$ cat src/rtl/exec_branch_redirect.sv
// -----------------------------------------------------------------------------
// exec_branch_redirect
//
// Execute-stage branch resolution and per-thread PC redirect queue.
// Resolves beq/bneq for the issuing thread. Each hardware thread can hold one
// pending redirect. Pending redirects go to fetch over a single valid/ready
// channel, chosen round-robin. Any thread that still has an unaccepted redirect
// has its younger instructions squashed.
//
// Ports:
//   clk, reset            clock; synchronous active-low reset
//   en, valid_in          stage enable / live pipeline-register contents
//   pc_in, branch_offset_in  PC and PC-relative offset of the executing insn
//   R1_data_in, R2_data_in   compare operands
//   beq_in, bneq_in       branch type (both set = no branch)
//   thread_id_in          issuing thread
//   redirect_ready        fetch accepts the presented redirect
//   squash_out            combinational: current instruction must not commit
//   redirect_valid/_pc/_thread  registered redirect channel to fetch
//   flush_threads         registered per-thread pending mask
//   taken_count           saturating taken-branch counter
// -----------------------------------------------------------------------------
module exec_branch_redirect #(
    parameter int DATAPATH_WIDTH  = 64,
    parameter int INST_ADDR_WIDTH = 9,
    parameter int THREAD_BITS     = 2,
    parameter int COUNT_WIDTH     = 16
) (
    input  logic                        clk,
    input  logic                        reset,
    input  logic                        en,
    input  logic                        valid_in,
    input  logic [INST_ADDR_WIDTH-1:0]  pc_in,
    input  logic [DATAPATH_WIDTH-1:0]   R1_data_in,
    input  logic [DATAPATH_WIDTH-1:0]   R2_data_in,
    input  logic                        beq_in,
    input  logic                        bneq_in,
    input  logic [INST_ADDR_WIDTH-1:0]  branch_offset_in,
    input  logic [THREAD_BITS-1:0]      thread_id_in,
    input  logic                        redirect_ready,
    output logic                        squash_out,
    output logic                        redirect_valid,
    output logic [INST_ADDR_WIDTH-1:0]  redirect_pc,
    output logic [THREAD_BITS-1:0]      redirect_thread,
    output logic [2**THREAD_BITS-1:0]   flush_threads,
    output logic [COUNT_WIDTH-1:0]      taken_count
);

    localparam int NUM_THREADS = 2**THREAD_BITS;

    // State
    logic [NUM_THREADS-1:0]     pend_valid_q, pend_valid_d;
    logic [INST_ADDR_WIDTH-1:0] pend_pc_q [NUM_THREADS];
    logic [INST_ADDR_WIDTH-1:0] pend_pc_d [NUM_THREADS];
    logic                       redirect_valid_q, redirect_valid_d;
    logic [INST_ADDR_WIDTH-1:0] redirect_pc_q, redirect_pc_d;
    logic [THREAD_BITS-1:0]     redirect_thread_q, redirect_thread_d;
    logic [NUM_THREADS-1:0]     flush_threads_q, flush_threads_d;
    logic [COUNT_WIDTH-1:0]     taken_count_q, taken_count_d;
    logic [THREAD_BITS-1:0]     rr_ptr_q, rr_ptr_d;

    // Combinational helpers
    logic                       live;
    logic                       ops_equal;
    logic                       taken;
    logic                       accept;
    logic [INST_ADDR_WIDTH-1:0] target;
    logic [NUM_THREADS-1:0]     eligible;
    logic                       grant_found;
    logic [THREAD_BITS-1:0]     grant_thread;
    logic [THREAD_BITS-1:0]     cand_idx;

    always_comb begin
        live       = en & valid_in;
        squash_out = live & pend_valid_q[thread_id_in];
        ops_equal  = (R1_data_in == R2_data_in);
        taken      = live & ~squash_out &
                     ((beq_in & ~bneq_in & ops_equal) |
                      (bneq_in & ~beq_in & ~ops_equal));
        target     = pc_in + branch_offset_in;
        accept     = redirect_valid_q & redirect_ready;

        // Slots still waiting after this edge's acceptance. A branch taken
        // this cycle is deliberately excluded: it competes from the next edge.
        eligible = pend_valid_q;
        if (accept) begin
            eligible[redirect_thread_q] = 1'b0;
        end

        pend_valid_d = eligible;
        pend_pc_d    = pend_pc_q;
        if (taken) begin
            pend_valid_d[thread_id_in] = 1'b1;
            pend_pc_d[thread_id_in]    = target;
        end

        // Round-robin search beginning at rr_ptr_q (one past the last grant).
        grant_found  = 1'b0;
        grant_thread = '0;
        cand_idx     = '0;
        for (int unsigned i = 0; i < NUM_THREADS; i++) begin
            cand_idx = rr_ptr_q + THREAD_BITS'(i);
            if (!grant_found && eligible[cand_idx]) begin
                grant_found  = 1'b1;
                grant_thread = cand_idx;
            end
        end

        redirect_valid_d  = redirect_valid_q;
        redirect_pc_d     = redirect_pc_q;
        redirect_thread_d = redirect_thread_q;
        rr_ptr_d          = rr_ptr_q;
        if (!redirect_valid_q || accept) begin
            redirect_valid_d = grant_found;
            if (grant_found) begin
                redirect_pc_d     = pend_pc_q[grant_thread];
                redirect_thread_d = grant_thread;
                rr_ptr_d          = grant_thread + 1'b1;
            end
        end

        flush_threads_d = pend_valid_d;

        taken_count_d = taken_count_q;
        if (taken && (taken_count_q != '1)) begin
            taken_count_d = taken_count_q + 1'b1;
        end
    end

    always_ff @(posedge clk) begin
        if (!reset) begin
            pend_valid_q      <= '0;
            for (int unsigned i = 0; i < NUM_THREADS; i++) begin
                pend_pc_q[i] <= '0;
            end
            redirect_valid_q  <= 1'b0;
            redirect_pc_q     <= '0;
            redirect_thread_q <= '0;
            flush_threads_q   <= '0;
            taken_count_q     <= '0;
            rr_ptr_q          <= '0;
        end else begin
            pend_valid_q      <= pend_valid_d;
            for (int unsigned i = 0; i < NUM_THREADS; i++) begin
                pend_pc_q[i] <= pend_pc_d[i];
            end
            redirect_valid_q  <= redirect_valid_d;
            redirect_pc_q     <= redirect_pc_d;
            redirect_thread_q <= redirect_thread_d;
            flush_threads_q   <= flush_threads_d;
            taken_count_q     <= taken_count_d;
            rr_ptr_q          <= rr_ptr_d;
        end
    end

    assign redirect_valid  = redirect_valid_q;
    assign redirect_pc     = redirect_pc_q;
    assign redirect_thread = redirect_thread_q;
    assign flush_threads   = flush_threads_q;
    assign taken_count     = taken_count_q;

endmodule

$ cat config.mk
export PLATFORM = sky130hd
export DESIGN_NAME = exec_branch_redirect
export DESIGN_NICKNAME = d
export VERILOG_FILES = /design/src/rtl/exec_branch_redirect.sv
export SDC_FILE = /design/constraint.sdc
export NUM_CORES = 1
export LEC_CHECK = 0
export BUFFER_PORTS_ARGS = -buffer_cell sky130_fd_sc_hd__buf_2
export CORE_ASPECT_RATIO = 2
export CORE_MARGIN = 4
export CORE_UTILIZATION = 50
export CTS_BUF_LIST = sky130_fd_sc_hd__clkbuf_2
export DETAILED_ROUTE_END_ITERATION = 8
export PLACE_DENSITY = 0.82
export SLEW_MARGIN = 20
export SYNTH_ARGS = -nofsm -noshare
export SYNTH_HDL_FRONTEND = slang
export SYNTH_SLANG_ARGS = --single-unit
$ cat constraint.sdc
create_clock -name clk -period 4.42 [get_ports clk]
set_input_delay 0.221 -clock clk [delete_from_list [all_inputs] [get_ports clk]]
set_output_delay 0.221 -clock clk [all_outputs]
set_load 0.03 [all_outputs]
# Yosys cells after proc, flatten, opt, wreduce, memory -nomap -nowiden
# Cells that the tools add are included.
[word_totals] regBits=70 latch_bits=0 ram_bits=0 mem_bits_ro=0 in_bits=155 out_inout_bits=33 wordCells=91 memories=0
[op_classes] n_addsub=6 multipliers=0 div=0 magnitude_cmp=11 n_eq_ne=2 shift=0 mux=30 n_bitwise=19 n_reduce_logical=13
[ops] operator="64-bit == test" count=1
[ops] operator="36-bit bitwise mux" count=1
[ops] operator="9-bit two-way mux" count=3
[ops] operator="9-bit binary-select mux with 2-bit select" count=1
[ops] operator="9-bit demux with 2-bit select" count=1
[ops] operator="2-bit by 3-bit < comparator with 1-bit output (second input constant)" count=6
[ops] operator="16-bit by 1-bit adder with 16-bit output (second input constant)" count=1
[ops] operator="16-bit != test (second input constant)" count=1
[ops] operator="1-bit two-way mux" count=11
[ops] operator="1-bit binary-select mux with 2-bit select" count=5
[ops] operator="9-bit adder" count=1
[ops] operator="1-bit AND" count=9
[ops] operator="2-bit two-way mux" count=4
[ops] operator="4-bit two-way mux" count=2
[ops] operator="1-bit logical AND" count=7
[ops] operator="3-bit >= comparator (second input constant)" count=2
[ops] operator="2-bit NOT with 3-bit output" count=2
[ops] operator="2-bit by 1-bit adder with 2-bit output (second input constant)" count=2
[ops] operator="2-bit adder (second input constant)" count=2
[ops] operator="4-bit AND" count=1
[ops] operator="1-bit demux with 2-bit select" count=2
[ops] operator="2-bit by 1-bit >= comparator with 1-bit output (second input constant)" count=2
[ops] operator="1-bit logical NOT" count=4
[ops] operator="1-bit NOT" count=4
[ops] operator="other kinds (6)" count=6

# Logic depth before layout (Yosys ltp)
[logic_depth] word_depth=23 mapped_depth=9 ltp_nobuf=9

# Least setup slack after synthesis
# OpenSTA, ideal clock, no wires.
[synth_timing] kind="register -> register" from="reg redirect_valid_q (netlist: redirect_valid)" to="reg rr_ptr_q[1]" setup_ns=0.120 arrival_ns=2.305 required_time_ns=4.300 setup_slack_ns=1.995 path_stages_with_launch=8 n_path_buf=0 period_less_slack_ns=2.425 cell_sequence="dfxtp_1 > nand2_1 > o31ai_1 > inv_1 > o2bb2ai_1 > a2111oi_1 > and3b_1 > o31a_1"
[synth_between] elab_chain_cells=15 elab_cells_between_ends=28 classes_between="add/sub (1); mux (17); bitwise (1); reduce/logical (9)"
[synth_rtl] item="start: declaration" line="55" source="logic redirect_valid_q, redirect_valid_d;"
[synth_rtl] item="start signal: assignment" line="147" source="redirect_valid_q <= redirect_valid_d;"
[synth_rtl] item="1-bit AND" line="81" source="accept = redirect_valid_q & redirect_ready;"
[synth_rtl] item="4-bit two-way mux" line="86" source="if (accept) begin"
[synth_rtl] item="1-bit binary-select mux with 2-bit select" line="103" source="if (!grant_found && eligible[cand_idx]) begin"
[synth_rtl] item="1-bit two-way mux (implied by the code)" line="103"
[synth_rtl] item="1-bit two-way mux" line="103"
[synth_rtl] item="1-bit logical NOT" line="103"
[synth_rtl] item="1-bit logical AND" line="103"
[synth_rtl] item="1-bit two-way mux" line="103"
[synth_rtl] item="1-bit logical NOT" line="103"
[synth_rtl] item="1-bit logical AND" line="103"
[synth_rtl] item="1-bit two-way mux" line="103"
[synth_rtl] item="1-bit logical NOT" line="103"
[synth_rtl] item="1-bit logical AND" line="103"
[synth_rtl] item="2-bit two-way mux or 1-bit two-way mux (tied branches)" line="103"
[synth_rtl] item="2-bit by 1-bit adder with 2-bit output or 2-bit AND reduction (tied branches)"
[synth_rtl] item="end signal: assignment" line="152" source="rr_ptr_q <= rr_ptr_d;"
[synth_rtl] item="end: declaration" line="60" source="logic [THREAD_BITS-1:0] rr_ptr_q, rr_ptr_d;"
# Parallel ways exist; a longest one is shown, timed or not. The select of a mux whose other input is x is not followed.
# A chain may end at the register's enable or synchronous reset.

# Worst setup path in the final report
[layout_timing] from="reg redirect_valid_q (netlist: redirect_valid)" to="reg redirect_pc_q[0] (netlist: redirect_pc[0])"
[layout_between] elab_chain_cells=18 elab_cells_between_ends=31 classes_between="mux (20); bitwise (2); reduce/logical (9)"
[layout_rtl] item="1-bit AND" line="81"
[layout_rtl] item="4-bit two-way mux" line="86"
[layout_rtl] item="1-bit binary-select mux with 2-bit select" line="103"
[layout_rtl] item="1-bit two-way mux (implied by the code)" line="103"
[layout_rtl] item="1-bit two-way mux" line="103"
[layout_rtl] item="1-bit logical NOT" line="103"
[layout_rtl] item="1-bit logical AND" line="103"
[layout_rtl] item="1-bit two-way mux" line="103"
[layout_rtl] item="1-bit logical NOT" line="103"
[layout_rtl] item="1-bit logical AND" line="103"
[layout_rtl] item="1-bit two-way mux" line="103"
[layout_rtl] item="1-bit logical NOT" line="103"
[layout_rtl] item="1-bit logical AND" line="103"
[layout_rtl] item="2-bit two-way mux" line="103"
[layout_rtl] item="2-bit NOT with 3-bit output (implied by the code)" line="116" source="redirect_pc_d = pend_pc_q[grant_thread];"
[layout_rtl] item="9-bit binary-select mux with 2-bit select" line="116"
[layout_rtl] item="9-bit two-way mux (implied by the code) (2 in series)" line="116"
[layout_rtl] item="end signal: assignment" line="148" source="redirect_pc_q <= redirect_pc_d;"
[layout_rtl] item="end: declaration" line="56" source="logic [INST_ADDR_WIDTH-1:0] redirect_pc_q, redirect_pc_d;"
# Parallel ways exist; a longest one is shown, timed or not. The select of a mux whose other input is x is not followed.

==> results.ini <==
[cts]
clock_latency_ns=0.51
cts.clk_slew.worst_paths_ns=0.18
cts_resized=0
cts_max_path_buffers=2
root_buffer=clkbuf_2
hold_buffers=0
cts_max_level=3
numCtsBuffers=9
clock_sinks=70
post-cts-setup-buffers=0
cts_tree=built

[floorplanning]
fp.dieH_microns=138
io_pins=188
num_rows=47
fp.coreArea_sq_um=8290
die_w_microns=73.1
start_util_pct=51.1
die_area_sq_um=10100

[finish]
design_area_sq_um=5350
utilization_pct=64.5
nFillCells=715
n_antenna_cell=0
drive_above_1_share_pct=32.4
final_nets=805
finalNonFillerCells=743
area_growth_pct=26.3

[grt]
grt_pass1_wl_mm=18.8
grt.busiest_layer=met2
use_met1_pct=24.6
grt_max_degree=67
met2_usage_pct=45.1
overflow=0
grt_pass1_vias=4095
track_usage_pct=23.8
antenna_found_initial=0
met3_usage_pct=3.71

[critical_path]
critPathMaxFanout=12
reg2reg_depth=8
crit_arrival_ns=3.15
r2r_end=redirect_pc[0]
worstSetupPathType=reg -> reg
slowest_delay_ns=0.49
cp.required_ns=4.80
cp_slowest_cell=o31ai_1
rr_startpoint=redirect_valid
cp-end-kind=flip-flop
critPathLaunchType=flip-flop
r2r_setup_slack_ns=1.65
worstPathCellList=nand2_1 > o31ai_1 > o21ai_0 > a21o_1 > a22oi_2 > buf_4 > mux2i_1 > o221ai_1

[route]
drt_pre_antenna_iters=4
wl_per_cell_microns=16.5
via_count=4000
wl_mm=12.3
postRouteAntennaNets=0
avgViaCountPerCell=5.38
drt_iter0_markers=167
drc=0

[placement]
place_congestion=0.947
placed_area_sq_um=5250
dp_cells=727
dp_hpwl_mm=9.97
portBuffers=187

[worst_hold_path]
whs_endpoint=redirect_valid
holdCritStartpoint=redirect_ready
hp-class=in -> reg
worst_hold_path.num_cells=3

[logic_synthesis]
synthArstFlopShare_pct=0
synth_seq_cells=70
netlist.area_leader.share_pct=33.1
yosysWarnings=0
synth_area_sq_um=4240
yosys-top-cells-area=dfxtp_1 33%, mux2i_1 14%, xor2_1 14%
avgSynthCellArea_sq_um=9.31
synth_edf_count=0
yosys.area.top_type=dfxtp_1
ys_seq_area_share_pct=33.1
ys.flop_type=dfxtp_1
syn_inst=455
synth_fp_nets=620
ys_types=46

[timing]
setup_viol=0
tightest_slew_ns=0.929
slew_headroom_pct=37.9
tns_ns=0
rsz0062_at_grt=false
min_period_ns=2.77
final-max-slew-violation-count=0
fin_crit_sh_pct=62.6
clock.fmax_mhz=362
hold_viol=0
skew_ns=0.0185

[power_and_ir_drop]
p_per_area_nw_per_um2=230
p_leak_nw=2.38
ir_worst_vdd_v=0.000198

[status]
status=complete, no violations

[flow_run]
max-cap-violations=0

## worst max-delay path: cells and delay by family (launching register included)
| family | cells | cell delay [ns] |
|---|---|---|
| muxes | 1 | 0.28 |
| DFF | 1 | 0.44 |
| AOI/OAI and AO/OA | 5 | 1.49 |
| and+or+nand+nor | 1 | 0.07 |
| buffers and inverters | 1 | 0.37 |
## sequential cells by signal, indices dropped and copies added, names as in the netlist
name	flops
rr_ptr_q	2
pend_pc_q	36
redirect_valid	1
redirect_pc	9
flush_threads	4
taken_count	16
redirect_thread	2
## layer usage
| layer | share of wire (%) | wire length, microns |
|---|---|---|
| met3 | 6.4 | 787 |
| met5 | 0 | 0 |
| met2 | 56 | 6820 |
| met4 | 1.6 | 197 |
| met1 | 36 | 4480 |
## layout make-up
type / count / area [sq um] / area share (%)
multi-input cells: 360 / 2730 / 51.0
flip-flops and latches: 70 / 1400 / 26.2
repair buffers: 191 / 966 / 18.1
well taps: 98 / 123 / 2.29
clock inverters: 7 / 55.1 / 1.03
clock buffers: 9 / 45.0 / 0.842
inverters: 8 / 30.0 / 0.561
## cell usage after synthesis, types with 3 or more instances
cell	instances
a21oi_1	3
o21ai_0	18
nand3_1	10
nand2_1	26
xnor2_1	7
a21o_1	3
inv_1	8
xor2_1	66
ha_1	9
mux2i_1	61
a21boi_1	12
nand4_1	8
nor2b_1	43
nand2b_1	4
nor3_1	9
o221ai_1	9
clkbuf_1	9
buf_2	6
o21a_1	5
or3_1	11
nor2_1	9
dfxtp_1	70
nor4_1	19
## kinds of logic (layout without fill, tap and decap cells)
kind of cell	after synthesis	count (layout)	synth area share, %
adder cells (fa/ha/maj)	10	10	3.13
flip-flops	70	70	33.1
buffers and inverters	25	215	2.57
XOR/XNOR	73	73	15.1
AO/OA/AOI/OAI	63	63	10.4
multiplexers	64	64	15.5
AND/OR/NAND/NOR	150	150	20.3
## worst max path at each step
stage                   startpoint              to  slack (ns)
global route        redirect_valid  redirect_pc[0]        1.36
finish              redirect_valid  redirect_pc[0]        1.65
floorplan           redirect_valid     rr_ptr_q[1]        2.00
CTS                 redirect_valid  redirect_pc[0]        1.66
detailed placement  R2_data_in[44]  taken_count[5]        1.61
global placement    R2_data_in[44]  taken_count[5]        1.56
## placed cells by master (no fill, tap or decap), drive strengths merged, types with 3 or more instances in the layout
| master | instances |
|---|---|
| a21boi | 14 |
| a21o | 3 |
| a21oi | 3 |
| buf | 191 |
| clkbuf | 9 |
| clkinv | 6 |
| dfxtp | 70 |
| ha | 9 |
| inv | 8 |
| mux2i | 61 |
| nand2 | 26 |
| nand2b | 4 |
| nand3 | 10 |
| nand4 | 8 |
| nor2 | 9 |
| nor2b | 43 |
| nor3 | 9 |
| nor4 | 21 |
| o21a | 5 |
| o21ai | 18 |
| o221ai | 9 |
| or3 | 11 |
| xnor2 | 7 |
| xor2 | 66 |
## power breakdown
| part | internal (mW) | switching (mW) |
|---|---|---|
| sequential | 0.637 | 0.00428 |
| clock | 0.122 | 0.220 |
| combinational | 0.120 | 0.126 |
## stage by stage
| stage | hold WS [ns] | total power, mW | setup WS (ns) |
|---|---|---|---|
| after floorplan | 0.481 | 0.785 | 2.00 |
| final | 0.129 | 1.23 | 1.65 |
| after detailed placement | 0.453 | 0.901 | 1.61 |
| after global placement | 0.447 | 0.891 | 1.56 |
| after global routing | 0.113 | 1.29 | 1.36 |
| after CTS | 0.0793 | 1.24 | 1.66 |
Note: power is estimated with default switching activity, not from simulation.
